$ cat src/rtl/reg_display_scanner.sv
// Register-file viewer: picks one of NUM_REGS registers and shows it as hex digits,
// with debounced Next/Prev/Page buttons, auto-scan, freeze hold and paging of wide registers.

module reg_display_btn #(
  parameter int DEBOUNCE = 16
) (
  input  logic Clock,
  input  logic Reset,
  input  logic raw_i,
  output logic press_o
);
  localparam int DBW = (DEBOUNCE > 1) ? $clog2(DEBOUNCE) : 1;

  logic           sync1_q, sync2_q;
  logic           db_q, db_d;
  logic           press_q, press_d;
  logic [DBW-1:0] cnt_q, cnt_d;

  always_comb begin
    db_d    = db_q;
    cnt_d   = '0;
    press_d = 1'b0;
    if (sync2_q != db_q) begin
      if (cnt_q == DBW'(DEBOUNCE - 1)) begin
        db_d    = sync2_q;
        press_d = ~sync2_q;
      end else begin
        cnt_d = cnt_q + 1'b1;
      end
    end
  end

  always_ff @(posedge Clock or negedge Reset) begin
    if (!Reset) begin
      sync1_q <= 1'b1;
      sync2_q <= 1'b1;
      db_q    <= 1'b1;
      cnt_q   <= '0;
      press_q <= 1'b0;
    end else begin
      sync1_q <= raw_i;
      sync2_q <= sync1_q;
      db_q    <= db_d;
      cnt_q   <= cnt_d;
      press_q <= press_d;
    end
  end

  assign press_o = press_q;
endmodule

module reg_display_scanner #(
  parameter  int NUM_REGS  = 8,
  parameter  int REG_WIDTH = 16,
  parameter  int DIGITS    = 4,
  parameter  int DEBOUNCE  = 16,
  parameter  int SCAN_DIV  = 1000,
  localparam int SELW      = (NUM_REGS > 1) ? $clog2(NUM_REGS) : 1,
  localparam int PAGES     = (REG_WIDTH + 4*DIGITS - 1) / (4*DIGITS),
  localparam int PGW       = (PAGES > 1) ? $clog2(PAGES) : 1
) (
  input  logic                          Clock,
  input  logic                          Reset,
  input  logic [NUM_REGS*REG_WIDTH-1:0] Regs,
  input  logic                          Next,
  input  logic                          Prev,
  input  logic                          PageBtn,
  input  logic                          Auto,
  input  logic                          Freeze,
  output logic [SELW-1:0]               Sel,
  output logic [PGW-1:0]                Page,
  output logic [4*DIGITS-1:0]           Nibbles,
  output logic [DIGITS-1:0]             Blank
);
  localparam int NIBW = 4 * DIGITS;
  localparam int PADW = PAGES * NIBW;
  localparam int SCW  = $clog2(SCAN_DIV);

  function automatic logic [DIGITS-1:0] blank_pattern(input int pg);
    for (int d = 0; d < DIGITS; d++) begin
      blank_pattern[d] = ((pg * DIGITS + d) * 4 >= REG_WIDTH);
    end
  endfunction

  localparam logic [DIGITS-1:0] BLANK0 = blank_pattern(0);

  logic nxt_ev, prv_ev, pg_ev;

  reg_display_btn #(.DEBOUNCE(DEBOUNCE)) u_next (
    .Clock(Clock), .Reset(Reset), .raw_i(Next), .press_o(nxt_ev)
  );
  reg_display_btn #(.DEBOUNCE(DEBOUNCE)) u_prev (
    .Clock(Clock), .Reset(Reset), .raw_i(Prev), .press_o(prv_ev)
  );
  reg_display_btn #(.DEBOUNCE(DEBOUNCE)) u_page (
    .Clock(Clock), .Reset(Reset), .raw_i(PageBtn), .press_o(pg_ev)
  );

  logic [SELW-1:0]      sel_q, sel_d;
  logic [PGW-1:0]       page_q, page_d;
  logic [SCW-1:0]       scan_q, scan_d;
  logic                 chg_q, chg_d;
  logic [REG_WIDTH-1:0] v_q, v_d;
  logic [NIBW-1:0]      nib_q, nib_d;
  logic [DIGITS-1:0]    blank_q, blank_d;
  logic [PADW-1:0]      vpad;
  logic                 btn_ev, scan_tc, step_up, step_dn;

  // A button event pre-empts a coincident auto-scan step, so there is never a double step.
  always_comb begin
    btn_ev  = nxt_ev | prv_ev;
    scan_tc = Auto && (scan_q == SCW'(SCAN_DIV - 1));
    step_up = btn_ev ? (nxt_ev & ~prv_ev) : scan_tc;
    step_dn = prv_ev & ~nxt_ev;
    chg_d   = step_up | step_dn;

    scan_d = scan_q + 1'b1;
    if (!Auto || btn_ev || scan_tc) begin
      scan_d = '0;
    end

    sel_d = sel_q;
    if (step_up) begin
      sel_d = (sel_q == SELW'(NUM_REGS - 1)) ? '0 : sel_q + 1'b1;
    end else if (step_dn) begin
      sel_d = (sel_q == '0) ? SELW'(NUM_REGS - 1) : sel_q - 1'b1;
    end

    page_d = page_q;
    if (chg_d) begin
      page_d = '0;
    end else if (pg_ev) begin
      page_d = (page_q == PGW'(PAGES - 1)) ? '0 : page_q + 1'b1;
    end
  end

  // chg_q marks the first cycle with a new selection, which forces one reload while frozen.
  always_comb begin
    v_d = v_q;
    if (!Freeze || chg_q) begin
      v_d = Regs[int'(sel_q) * REG_WIDTH +: REG_WIDTH];
    end

    vpad  = PADW'(v_q);
    nib_d = '0;
    for (int d = 0; d < DIGITS; d++) begin
      nib_d[4*d +: 4] = vpad[(int'(page_q) * DIGITS + d) * 4 +: 4];
    end
    blank_d = blank_pattern(int'(page_q));
  end

  always_ff @(posedge Clock or negedge Reset) begin
    if (!Reset) begin
      sel_q   <= '0;
      page_q  <= '0;
      scan_q  <= '0;
      chg_q   <= 1'b0;
      v_q     <= '0;
      nib_q   <= '0;
      blank_q <= BLANK0;
    end else begin
      sel_q   <= sel_d;
      page_q  <= page_d;
      scan_q  <= scan_d;
      chg_q   <= chg_d;
      v_q     <= v_d;
      nib_q   <= nib_d;
      blank_q <= blank_d;
    end
  end

  assign Sel     = sel_q;
  assign Page    = page_q;
  assign Nibbles = nib_q;
  assign Blank   = blank_q;
endmodule

$ cat config.mk
export PLATFORM = sky130hd
export DESIGN_NAME = reg_display_scanner
export DESIGN_NICKNAME = d
export VERILOG_FILES = /design/src/rtl/reg_display_scanner.sv
export SDC_FILE = /design/constraint.sdc
export NUM_CORES = 1
export LEC_CHECK = 0
export CAP_MARGIN = 15
export CORE_MARGIN = 2
export CORE_UTILIZATION = 37
export DETAILED_ROUTE_END_ITERATION = 12
export GPL_ROUTABILITY_DRIVEN = 0
export PLACE_DENSITY = 0.71
export SLEW_MARGIN = 20
export SYNTH_ARGS = -nofsm -noshare
export SYNTH_HDL_FRONTEND = slang
export SYNTH_HIERARCHICAL = 1
export SYNTH_SLANG_ARGS = --single-unit
export TNS_END_PERCENT = 1
$ cat constraint.sdc
create_clock -name Clock -period 3.93 [get_ports Clock]
set_input_delay 0.786 -clock Clock [delete_from_list [all_inputs] [get_ports Clock]]
set_output_delay 0.786 -clock Clock [all_outputs]
set_load 0.01 [all_outputs]
* Word level (Yosys, flattened, before mapping)
Index checks and enable logic that the tools add are counted.
** Storage, ports and cells
- Latch bits :: 0
- RAM bits :: 0
- Register bits after elaboration :: 75
- Bits in read-only memories :: 0
- Memories :: 0
** Cells by class
- Bitwise logic cells :: 9
- Shifts and indexed selects :: 5
- Mux-type cells :: 21
- Add/sub/neg operators :: 10
- Reduce and logical (&&, ||, !) cells :: 12
- Multiply operators :: 0
- Divide/modulo/power cells :: 0
- Equal/unequal tests :: 8
- Magnitude comparators :: 4
** Operator list (number)
- 128-bit by 8-bit indexed part select with 16-bit output :: 1
- 16-bit by 32-bit indexed part select with 4-bit output :: 3
- 4-bit 2-to-1 mux :: 6
- 6-bit by 5-bit greater-or-equal comparator with 1-bit output (second input constant) :: 3
- 16-bit by 6-bit indexed part select with 4-bit output :: 1
- 4-bit by 1-bit adder with 4-bit output (second input constant) :: 3
- 4-bit equality test (second input constant) :: 3
- 3-bit 2-to-1 mux :: 4
- 10-bit by 1-bit adder with 10-bit output (second input constant) :: 1
- 10-bit equality test (second input constant) :: 1
- 1-bit 2-to-1 mux :: 10
- 10-bit 2-to-1 mux :: 1
- 3-bit by 2-bit adder with 4-bit output (second input constant) :: 2
- 2-bit AND reduction :: 3
- 5-bit greater-or-equal comparator (second input constant) :: 1
- 1-bit NOT :: 5
- 3-bit by 1-bit adder with 4-bit output (second input constant) :: 1
- 2-bit nonzero test :: 2
- 3-bit by 1-bit adder with 3-bit output (second input constant) :: 1
- 3-bit equality test (second input constant) :: 1
- 3-bit zero test :: 1
- 1-bit logical OR :: 3
- 1-bit != test :: 3
- 3-bit by 1-bit subtractor with 3-bit output (second input constant) :: 1
- 5 further kinds :: 8

* Depth between registers and ports, before layout
Gate-level depths: netlist of the first run.
- Depth in word-level cells :: 5
- Mapped depth :: 9
- Mapped depth without buffers :: 6

* By module
The synthesis of the first run kept the hierarchy.
** Modules (own cells, without submodules)
- reg_display_scanner :: sequential area each 1151.1 µm², cells each 210, area each 2770.2 µm², instances 1
- reg_display_btn :: sequential area each 203.9 µm², cells each 20, area each 306.5 µm², instances 2

* Least setup slack after synthesis of the first run
OpenSTA, ideal clock, no wires.
- Kind :: register to register
- Start :: register sel_q[0] (netlist: Sel[0])
- End :: register sel_q[0] (netlist: Sel[0])
- Stages on the path, launching flop included :: 7
- Period minus slack after synthesis :: 1.925 ns
- Path buffers :: 2
- Setup slack :: 2.005 ns
- Arrival time :: 1.787 ns
- Path through :: dfrtp_1 > buf_6 > buf_8 > clkinv_1 > ha_1 > a21o_1 > mux4_2
** Between the ends
- Word-level cells in the longest chain between the ends :: 4
- Elaborated cells on any way between the ends :: 8
- Those cells by class :: 2 x add/sub; 1 x eq/ne; 4 x mux; 1 x reduce/logical
** RTL lines
- start, declared :: line 99 : logic [SELW-1:0] sel_q, sel_d;
- start signal, assigned :: line 162 : sel_q <= sel_d;
- 3-bit by 1-bit subtractor with 3-bit output / 3-bit zero test (equally long branches) :: line 126 : sel_d = (sel_q == '0) ? SELW'(NUM_REGS - 1) : sel_q - 1'b1;
- 3-bit 2-to-1 mux :: line 126
- 3-bit 2-to-1 mux :: line 125 : end else if (step_dn) begin
- 3-bit 2-to-1 mux (*) :: line 123 : if (step_up) begin
Mark *: on every way between the ends. The rest lies on a longest branch, timed or not. The select of a mux whose other input is x is not followed.
A chain may end at the register's enable or synchronous reset.

* Worst setup path in the final report of the first run
- Start :: register sel_q[1] (netlist: Sel[1])
- End :: output port Sel[1]
** RTL lines
- end, declared :: line 70 : output logic [SELW-1:0] Sel,
No word-level cell between the ends.

==> flow_metrics.py, run 1 <==
metrics = {
    "clock_tree": {
        "cts_resized": 0,
        "cts_sinks": 62,
        "cts_root_buf": "clkbuf_8",
        "numCtsBuffers": 9,
        "cts_hold_buf": 0,
        "cts_setup_buffers": 0,
        "clock_latency_ns": 0.33,
        "cts_tree": "built",
        "path_clk_slew_ns": 0.07,
        "cts_max_level": 3,
        "clockBufferDepth": 2,
    },
    "logic_synthesis": {
        "ys_types": 43,
        "synth_seq_cells": 62,
        "yosysWarningCount": 6,
        "avgSynthCellArea_um2": 13.5,
        "syn-cell-area_um2": 3380,
        "synthCells": 250,
        "ys_top_cells_by_area": "dfrtp_1 (41%), mux4_2 (18%), mux2i_1 (5.0%)",
        "yosys.area.top_type": "dfrtp_1",
        "ys_seq_area_share_pct": 46.1,
        "synth_top_area_share_pct": 41.4,
    },
    "die": {
        "dieArea_um2": 9930,
        "ios": 159,
        "die_x_um": 99.6,
        "fp.dieH_um": 99.6,
        "core-area_um2": 8810,
        "start_util_pct": 38.4,
        "rows": 34,
    },
    "critical_path": {
        "r2r_slack_ns": 1.98,
        "slowest_stage": "clkdlybuf4s50_1",
        "worstPathArrival_ns": 1.72,
        "startpoint_type": "flop",
        "crit_path_max_fanout": 36,
        "slowest_delay_ns": 0.63,
        "rr_startpoint": "Sel[0]",
        "crit_required_ns": 3.14,
        "path_buf_inv": 2,
        "cp_cell_sequence": "buf_4 > clkdlybuf4s50_1",
        "r2r_end": "v_q[8]",
        "crit_path_start": "Sel[1]",
        "r2r_cells": 4,
        "crit_end": "Sel[1]",
        "cp_top_family": "buffers and inverters",
        "worstSetupEndpointType": "output pin",
        "crit_cells": 2,
        "crit_type": "flop to output pin",
    },
    "layout": {
        "nets": 545,
        "post-route-util_pct": 58.6,
        "n_antenna_cell": 0,
        "fill_cells": 716,
        "area_growth_pct": 52.5,
        "finalNonFillerCells": 516,
        "drive_above_1_share_pct": 14.7,
    },
    "placed_design": {
        "portBuffers": 152,
        "dp_cells": 500,
        "hpwlAfterDp_um": 7320,
        "pre_cts_ws_ns": 1.57,
    },
    "global_route": {
        "grt_overflow_total": 0,
        "track_usage_pct": 18.6,
        "antenna_found_initial": 0,
        "grt_max_degree": 41,
        "grt_first_pass_wirelength_um": 14000,
        "grt_pass1_vias": 2759,
    },
    "routing": {
        "drt-total-wl_um": 8970,
        "vias": 2611,
        "drt-initial-drc-count": 89,
        "routed-wl-met3_um": 560,
        "wl_per_cell_um": 17.4,
        "drt_first_pass_iters": 4,
        "wl_met2_um": 4670,
        "ant_nets": 0,
        "maxUsedRoutingLayer": "met4",
        "met1Wirelength_um": 3560,
        "drc": 0,
        "viasPerCell": 5.06,
    },
    "worst_hold_path": {
        "holdPathStages": 0,
        "min_path_type": "flop to flop",
    },
    "sta": {
        "finalSetupViolCount": 0,
        "grt_setup_unrepaired": "false",
        "slew_headroom_pct": 43.9,
        "setup_tns_ns": 0,
        "report.final.hold_viol_count": 0,
        "worstMarginPinSlew_ns": 0.841,
        "maxSlewViolCount": 0,
        "max_freq_ghz": 0.399,
        "fin_crit_ns": 2.51,
        "post-route-period-util_pct": 63.7,
        "worst_slack_ns": 1.42,
        "clock-skew-final_ns": 0.0102,
    },
    "power": {
        "cellPowerDensity_nw_per_um2": 304,
        "p_leak_nw": 2.15,
        "ir_worst_vdd_v": 0.000158,
    },
    "flow_run": {
        "cap_violations": 0,
    },
    "status": {
        "status": "complete, no violations",
    },
}
cell type report:
| class | count | area (µm²) | share of cell area (%) |
|---|---|---|---|
| Inverter | 7 | 26.3 | 0.509 |
| Timing Repair Buffer | 156 | 1550 | 30.0 |
| Sequential cell | 62 | 1560 | 30.2 |
| Multi-Input combinational cell | 167 | 1670 | 32.4 |
| Clock inverter | 3 | 68.8 | 1.33 |
| Tap cell | 108 | 135 | 2.62 |
| Clock buffer | 13 | 149 | 2.89 |
worst register-to-register path, cell delays in order, from the launching register on:
cell     delay, ns
dfrtp_2       0.38
buf_4         0.42
mux4_1        0.64
mux2i_1       0.30
o21ai_1       0.09
worst min path at each step:
| stage | to | startpoint |
|---|---|---|
| after floorplan | u_next/sync2_q | u_next/sync1_q |
| after global placement | u_prev/sync2_q | u_prev/sync1_q |
| after detailed placement | u_prev/sync2_q | u_prev/sync1_q |
| after CTS | u_prev/sync2_q | u_prev/sync1_q |
| after global routing | u_prev/sync2_q | u_prev/sync1_q |
| final | u_prev/sync2_q | u_prev/sync1_q |
registers in the layout, summed over array words and instances, names as in the netlist:
signal / flops
u_prev/sync1_q: 1
u_prev/db_q: 1
chg_q: 1
u_next/cnt_q: 4
v_q: 16
u_prev/sync2_q: 1
Sel: 3
u_next/db_q: 1
u_next/press_o: 1
Nibbles: 16
scan_q: 10
u_next/sync1_q: 1
u_prev/press_o: 1
u_prev/cnt_q: 4
u_next/sync2_q: 1
metrics by stage:
step / power (mW) / cell area (µm²) / hold WS (ns)
2_1_floorplan: 0.784 / 3400 / 0.345
3_3_place_gp: 0.965 / 4940 / 0.347
3_5_place_dp: 0.973 / 4940 / 0.349
4_1_cts: 1.58 / 5160 / 0.359
5_1_grt: 1.63 / 5160 / 0.365
6_report: 1.57 / 5160 / 0.358
Yosys cell counts, drive strengths merged:
master  count
and4        2
a22oi       1
a211o       1
xnor2       9
o21ai      17
conb        1
nor3        2
nand4       2
clkinv      1
nand3       7
nor4        1
nor2b       3
and2        1
dfrtp      56
nand2b      1
nor3b       4
clkbuf      3
mux2        2
ha          7
xor2        3
a311oi      2
a21oi       2
dfstp       6
inv         6
buf        15
mux4       33
nand2      20
o211a       1
a21o        3
mux2i      17
nor2       18
a31oi       3
power by group:
part | switching (mW) | internal (mW) | total [mW]
clock network | 0.230 | 0.377 | 0.607
logic | 0.0753 | 0.183 | 0.258
registers | 0.0219 | 0.679 | 0.701
placed cells by master, fill, tap and decap left out, types with 3 or more instances in the layout:
master,synthesis,final
clkdlybuf4s50_1,0,151
dfrtp_1,56,55
mux4_2,27,27
nand2_1,20,20
nor2_1,17,17
mux2i_1,17,17
o21ai_1,16,16
clkbuf_8,0,10
xnor2_1,9,9
ha_1,7,7
mux4_1,6,6
dfstp_2,6,6
nand3_1,5,5
inv_1,5,5
conb_1,1,5
buf_4,8,4
nor3b_1,4,4
xor2_1,3,3
a21o_1,3,3
clkbuf_1,3,3
kinds of logic after synthesis:
kind of cell / synth area share [%]
multiplexers: 28.6
buffers and inverters: 4.99
adder cells (fa/ha/maj): 2.59
AO/OA/AOI/OAI: 5.77
XOR/XNOR: 3.11
flip-flops: 46.1
other: 0.111
AND/OR/NAND/NOR: 8.80
layer usage:
layer	global-route usage, %	vias up
met1	23.2	1273
met2	31.3	96
li1	-	1230
met3	4.99	12
met4	6.53	0
met5	0	-
No activity file was read; power rests on OpenSTA's default activity.
==> inputs of run 2 (changes only) <==
==> constraint.sdc (replaced) <==
create_clock -name Clock -period 2.6 [get_ports Clock]
set_input_delay 0.52 -clock Clock [delete_from_list [all_inputs] [get_ports Clock]]
set_output_delay 0.52 -clock Clock [all_outputs]
set_load 0.01 [all_outputs]
==> flow_metrics.py, run 2 (synthesis gave the netlist of run 1 again) <==
metrics = {
    "clock_tree": {
        "clock_latency_ns": 0.34,
        "clockBufferDepth": 2,
        "path_clk_slew_ns": 0.06,
        "cts_setup_buffers": 0,
        "cts_resized": 0,
        "cts_tree": "built",
        "cts_max_level": 3,
        "cts_root_buf": "clkbuf_8",
        "cts_hold_buf": 0,
        "cts_sinks": 62,
        "numCtsBuffers": 9,
    },
    "critical_path": {
        "worstPathArrival_ns": 1.61,
        "slowest_delay_ns": 0.64,
        "startpoint_type": "flop",
        "path_buf_inv": 1,
        "crit_required_ns": 2.08,
        "slowest_stage": "dfrtp_2",
        "cp_top_family": "flip-flops",
        "crit_type": "flop to output pin",
        "worstSetupEndpointType": "output pin",
        "cp_cell_sequence": "clkdlybuf4s50_1",
        "crit_path_max_fanout": 15,
    },
    "routing": {
        "drc": 0,
        "ant_nets": 0,
        "drt-initial-drc-count": 90,
        "vias": 2577,
        "wl_per_cell_um": 17.0,
        "drt-total-wl_um": 8770,
        "viasPerCell": 4.98,
        "drt_first_pass_iters": 4,
    },
    "power": {
        "power.net_switching_mw": 0.497,
        "pwr-share-comb_pct": 17.3,
        "p_clk_share_pct": 36.1,
        "cellPowerDensity_nw_per_um2": 440,
        "total_power_mw": 2.27,
        "power.internal_mw": 1.77,
        "p_sw_share_pct": 21.9,
        "ir_worst_vdd_v": 0.000259,
        "p_leak_nw": 2.15,
        "seqPwrFrac_pct": 46.6,
    },
    "sta": {
        "report.final.hold_viol_count": 0,
        "finalSetupViolCount": 0,
        "clock-skew-final_ns": 0.00614,
        "post-route-period-util_pct": 81.9,
        "maxSlewViolCount": 0,
        "fin_crit_ns": 2.13,
        "grt_setup_unrepaired": "false",
        "setup_tns_ns": 0,
        "max_freq_ghz": 0.470,
    },
    "placed_design": {
        "portBuffers": 152,
        "postPlaceCellArea_um2": 4970,
        "dp_cells": 501,
        "hpwlAfterDp_um": 7230,
    },
    "die": {
        "die_x_um": 99.6,
        "core-area_um2": 8810,
        "fp.dieH_um": 99.6,
        "start_util_pct": 38.4,
        "rows": 34,
        "dieArea_um2": 9930,
        "ios": 159,
    },
    "flow_run": {
        "cap_violations": 0,
    },
    "layout": {
        "fill_cells": 719,
        "post-route-util_pct": 58.7,
        "finalNonFillerCells": 517,
        "layout_commonest_cell": "clkdlybuf4s50_1",
        "n_antenna_cell": 0,
        "nets": 546,
        "drive_above_1_share_pct": 14.9,
        "area_growth_pct": 52.7,
        "stdcell_area_um2": 5170,
        "final_cell_mix": "clkdlybuf4s50_1 (151), dfrtp_1 (55), mux4_2 (27)",
    },
    "global_route": {
        "grt_overflow_total": 0,
        "track_usage_pct": 18.0,
        "grt_first_pass_wirelength_um": 13500,
        "grt_max_degree": 63,
        "grt_pass1_vias": 2691,
        "antenna_found_initial": 0,
    },
    "status": {
        "status": "complete, no violations",
    },
    "worst_hold_path": {
        "min_path_type": "input port to async pin",
    },
}
run 2: changes by cell type in the layout (fill, tap and decap cells not counted), sizes merged:
cell,change
clkinvlp,+2
buf,+1
bufinv,-1
clkinv,-1
run 2: routing by layer:
metal	part of all wire (%)	up-vias	global-route usage, %
li1	-	1229	-
met1	41	1241	22.6
met2	51	97	30.0
met3	6.5	10	5.55
met4	1.4	0	5.48
met5	0	-	0
run 2: path summary, 6_finish.rpt:
| path | start | cells after the start | end | slack (ns) |
|---|---|---|---|---|
| max in group asynchronous | Reset | 2 | u_next/sync2_q | 2.13 |
| worst max register to register | Sel[0] | 4 | Sel[0] | 0.57 |
| worst max-delay path | Sel[0] | 1 | Sel[0] | 0.47 |
| worst min register to register | u_next/sync1_q | 0 | u_next/sync2_q | 0.36 |
| min in group Clock | u_next/sync1_q | 0 | u_next/sync2_q | 0.36 |
| worst min-delay path | Reset | 2 | v_q[6] | 0.18 |
run 2: cell type report:
| class | instances | area [µm²] | share of cell area (%) |
|---|---|---|---|
| clock buffers | 13 | 149 | 2.88 |
| clock inverters | 3 | 45.0 | 0.872 |
| inverters | 7 | 26.3 | 0.508 |
| multi-input cells | 167 | 1670 | 32.4 |
| flip-flops and latches | 62 | 1560 | 30.2 |
| well taps | 108 | 135 | 2.62 |
| repair buffers | 157 | 1580 | 30.6 |
run 2: through the flow:
step           hold slack, ns  setup WS (ns)
2_1_floorplan           0.224          0.675
3_3_place_gp            0.347          0.524
3_5_place_dp            0.349          0.498
4_1_cts                 0.178          0.426
5_1_grt                 0.195          0.384
6_report                0.176          0.471
run 2: power groups by stage:
stage               registers (mW)  logic, mW  clock network (mW)
CTS                           1.06      0.398               0.848
global placement              1.07      0.390                   0
global route                  1.07      0.424               0.889
floorplan                     1.08      0.105                   0
finish                        1.06      0.393               0.819
detailed placement            1.08      0.397                   0
==> inputs of run 3 (changes only) <==
--- a/config.mk
+++ b/config.mk
@@ -10,7 +10,7 @@
 export CORE_UTILIZATION = 37
 export DETAILED_ROUTE_END_ITERATION = 12
 export GPL_ROUTABILITY_DRIVEN = 0
-export PLACE_DENSITY = 0.71
+export PLACE_DENSITY = 0.74
 export SLEW_MARGIN = 20
 export SYNTH_ARGS = -nofsm -noshare
 export SYNTH_HDL_FRONTEND = slang
==> constraint.sdc (replaced) <==
create_clock -name Clock -period 1.8 [get_ports Clock]
set_input_delay 0.36 -clock Clock [delete_from_list [all_inputs] [get_ports Clock]]
set_output_delay 0.36 -clock Clock [all_outputs]
set_load 0.01 [all_outputs]
==> flow_metrics.py, run 3 (synthesis gave the netlist of run 1 again) <==
metrics = {
    "status": {
        "status": "complete, no violations",
    },
    "routing": {
        "drt-initial-drc-count": 81,
        "vias": 2610,
        "drt_first_pass_iters": 4,
        "drt-total-wl_um": 9040,
        "wl_per_cell_um": 17.3,
        "viasPerCell": 4.98,
        "ant_nets": 0,
        "drc": 0,
    },
    "layout": {
        "post-route-util_pct": 59.2,
        "nets": 553,
        "seq_area_um2": 1560,
        "multi_input_area_um2": 1680,
        "area_growth_pct": 54.0,
        "fill_cells": 720,
        "final_cell_mix": "clkdlybuf4s50_1 (150), dfrtp_1 (55), mux4_2 (27)",
        "layout_commonest_cell": "clkdlybuf4s50_1",
        "n_antenna_cell": 0,
        "drive_above_1_share_pct": 16.8,
    },
    "sta": {
        "finalSetupViolCount": 0,
        "report.final.hold_viol_count": 0,
        "maxSlewViolCount": 0,
        "max_freq_ghz": 0.572,
        "post-route-period-util_pct": 97.1,
        "clock-skew-final_ns": 0.00531,
        "worst_slack_ns": 0.0516,
        "setup_tns_ns": 0,
        "fin_crit_ns": 1.75,
        "grt_setup_unrepaired": "false",
    },
    "power": {
        "ir_worst_vdd_v": 0.000279,
        "p_leak_nw": 2.19,
        "total_power_mw": 3.13,
        "cellPowerDensity_nw_per_um2": 600,
    },
    "critical_path": {
        "crit_cells": 5,
        "crit_path_max_fanout": 4,
        "cp_top_family": "multiplexers",
        "crit_required_ns": 1.99,
        "worstSetupEndpointType": "flop",
        "path_buf_inv": 0,
        "slowest_stage": "mux4_2",
        "slowest_delay_ns": 0.46,
        "crit_type": "flop to flop",
        "r2r_cells": 5,
        "worstPathArrival_ns": 1.94,
        "cp_cell_sequence": "ha_1 > and4_1 > a31oi_4 > nor2_2 > mux4_2",
        "startpoint_type": "flop",
        "r2r_slack_ns": 0.05,
    },
    "clock_tree": {
        "path_clk_slew_ns": 0.06,
        "cts_root_buf": "clkbuf_8",
        "cts_tree": "built",
        "cts_setup_buffers": 0,
        "clockBufferDepth": 2,
        "cts_max_level": 3,
        "numCtsBuffers": 9,
        "cts_sinks": 62,
        "clock_latency_ns": 0.32,
    },
    "placed_design": {
        "pre_cts_ws_ns": -0.115,
        "portBuffers": 152,
        "hpwlAfterDp_um": 7520,
    },
    "global_route": {
        "grt_pass1_vias": 2904,
        "grt_max_degree": 41,
        "grt_overflow_total": 0,
        "antenna_found_initial": 1,
        "grt_first_pass_wirelength_um": 14100,
        "track_usage_pct": 18.7,
    },
    "die": {
        "die_x_um": 99.6,
        "dieArea_um2": 9930,
        "ios": 159,
        "core-area_um2": 8810,
        "start_util_pct": 38.4,
        "rows": 34,
        "fp.dieH_um": 99.6,
    },
    "worst_hold_path": {
        "holdPathStages": 0,
        "min_path_type": "flop to flop",
    },
    "flow_run": {
        "cap_violations": 0,
    },
}
run 3: worst paths after layout:
path,to,startpoint
max in group asynchronous,u_next/sync2_q,Reset
min reg2reg,u_prev/sync2_q,u_prev/sync1_q
min in group asynchronous,Nibbles[6],Reset
min,u_prev/sync2_q,u_prev/sync1_q
max,Sel[0],scan_q[0]
max reg2reg,Sel[0],scan_q[0]
run 3: per-layer routing:
metal  vias to the layer above  share of wire, %  track usage (%)
met5                         -              0.14                0
met4                         2               1.7             9.17
met2                       103                53             31.8
li1                       1243                 -                -
met3                        12               6.2             4.92
met1                      1250                39             22.1
run 3: layout make-up:
class / count / area share [%]
clock buffers: 12 / 2.79
clock inverters: 4 / 0.432
inverters: 7 / 0.528
multi-input cells: 167 / 32.1
flip-flops and latches: 62 / 29.9
well taps: 108 / 2.59
repair buffers: 164 / 31.6
run 3: worst register-to-register path, cell delays in order, from the launching register on:
cell and delay, ns:
dfrtp_1 0.40, ha_1 0.25, and4_1 0.22, a31oi_4 0.24
nor2_2 0.05, mux4_2 0.46
run 3: where the power goes:
group / switching (mW) / internal (mW)
clock: 0.488 / 0.530
sequential: 0.0476 / 1.48
combinational: 0.168 / 0.409
total: 0.704 / 2.42
run 3: metrics by stage:
stage	cell area, µm²	hold slack [ns]	instances
finish	5210	0.356	524
global route	5210	0.360	524
CTS	5210	0.357	524
detailed placement	5030	0.205	507
global placement	5030	0.201	507
floorplan	3410	0.0644	254
run 3: repair_timing:
item,4_1_cts,5_1_grt
hold buffers,1,0
endpoints found under the setup margin,1,0
endpoints found under the hold margin,5,0
gates resized for setup,1,0
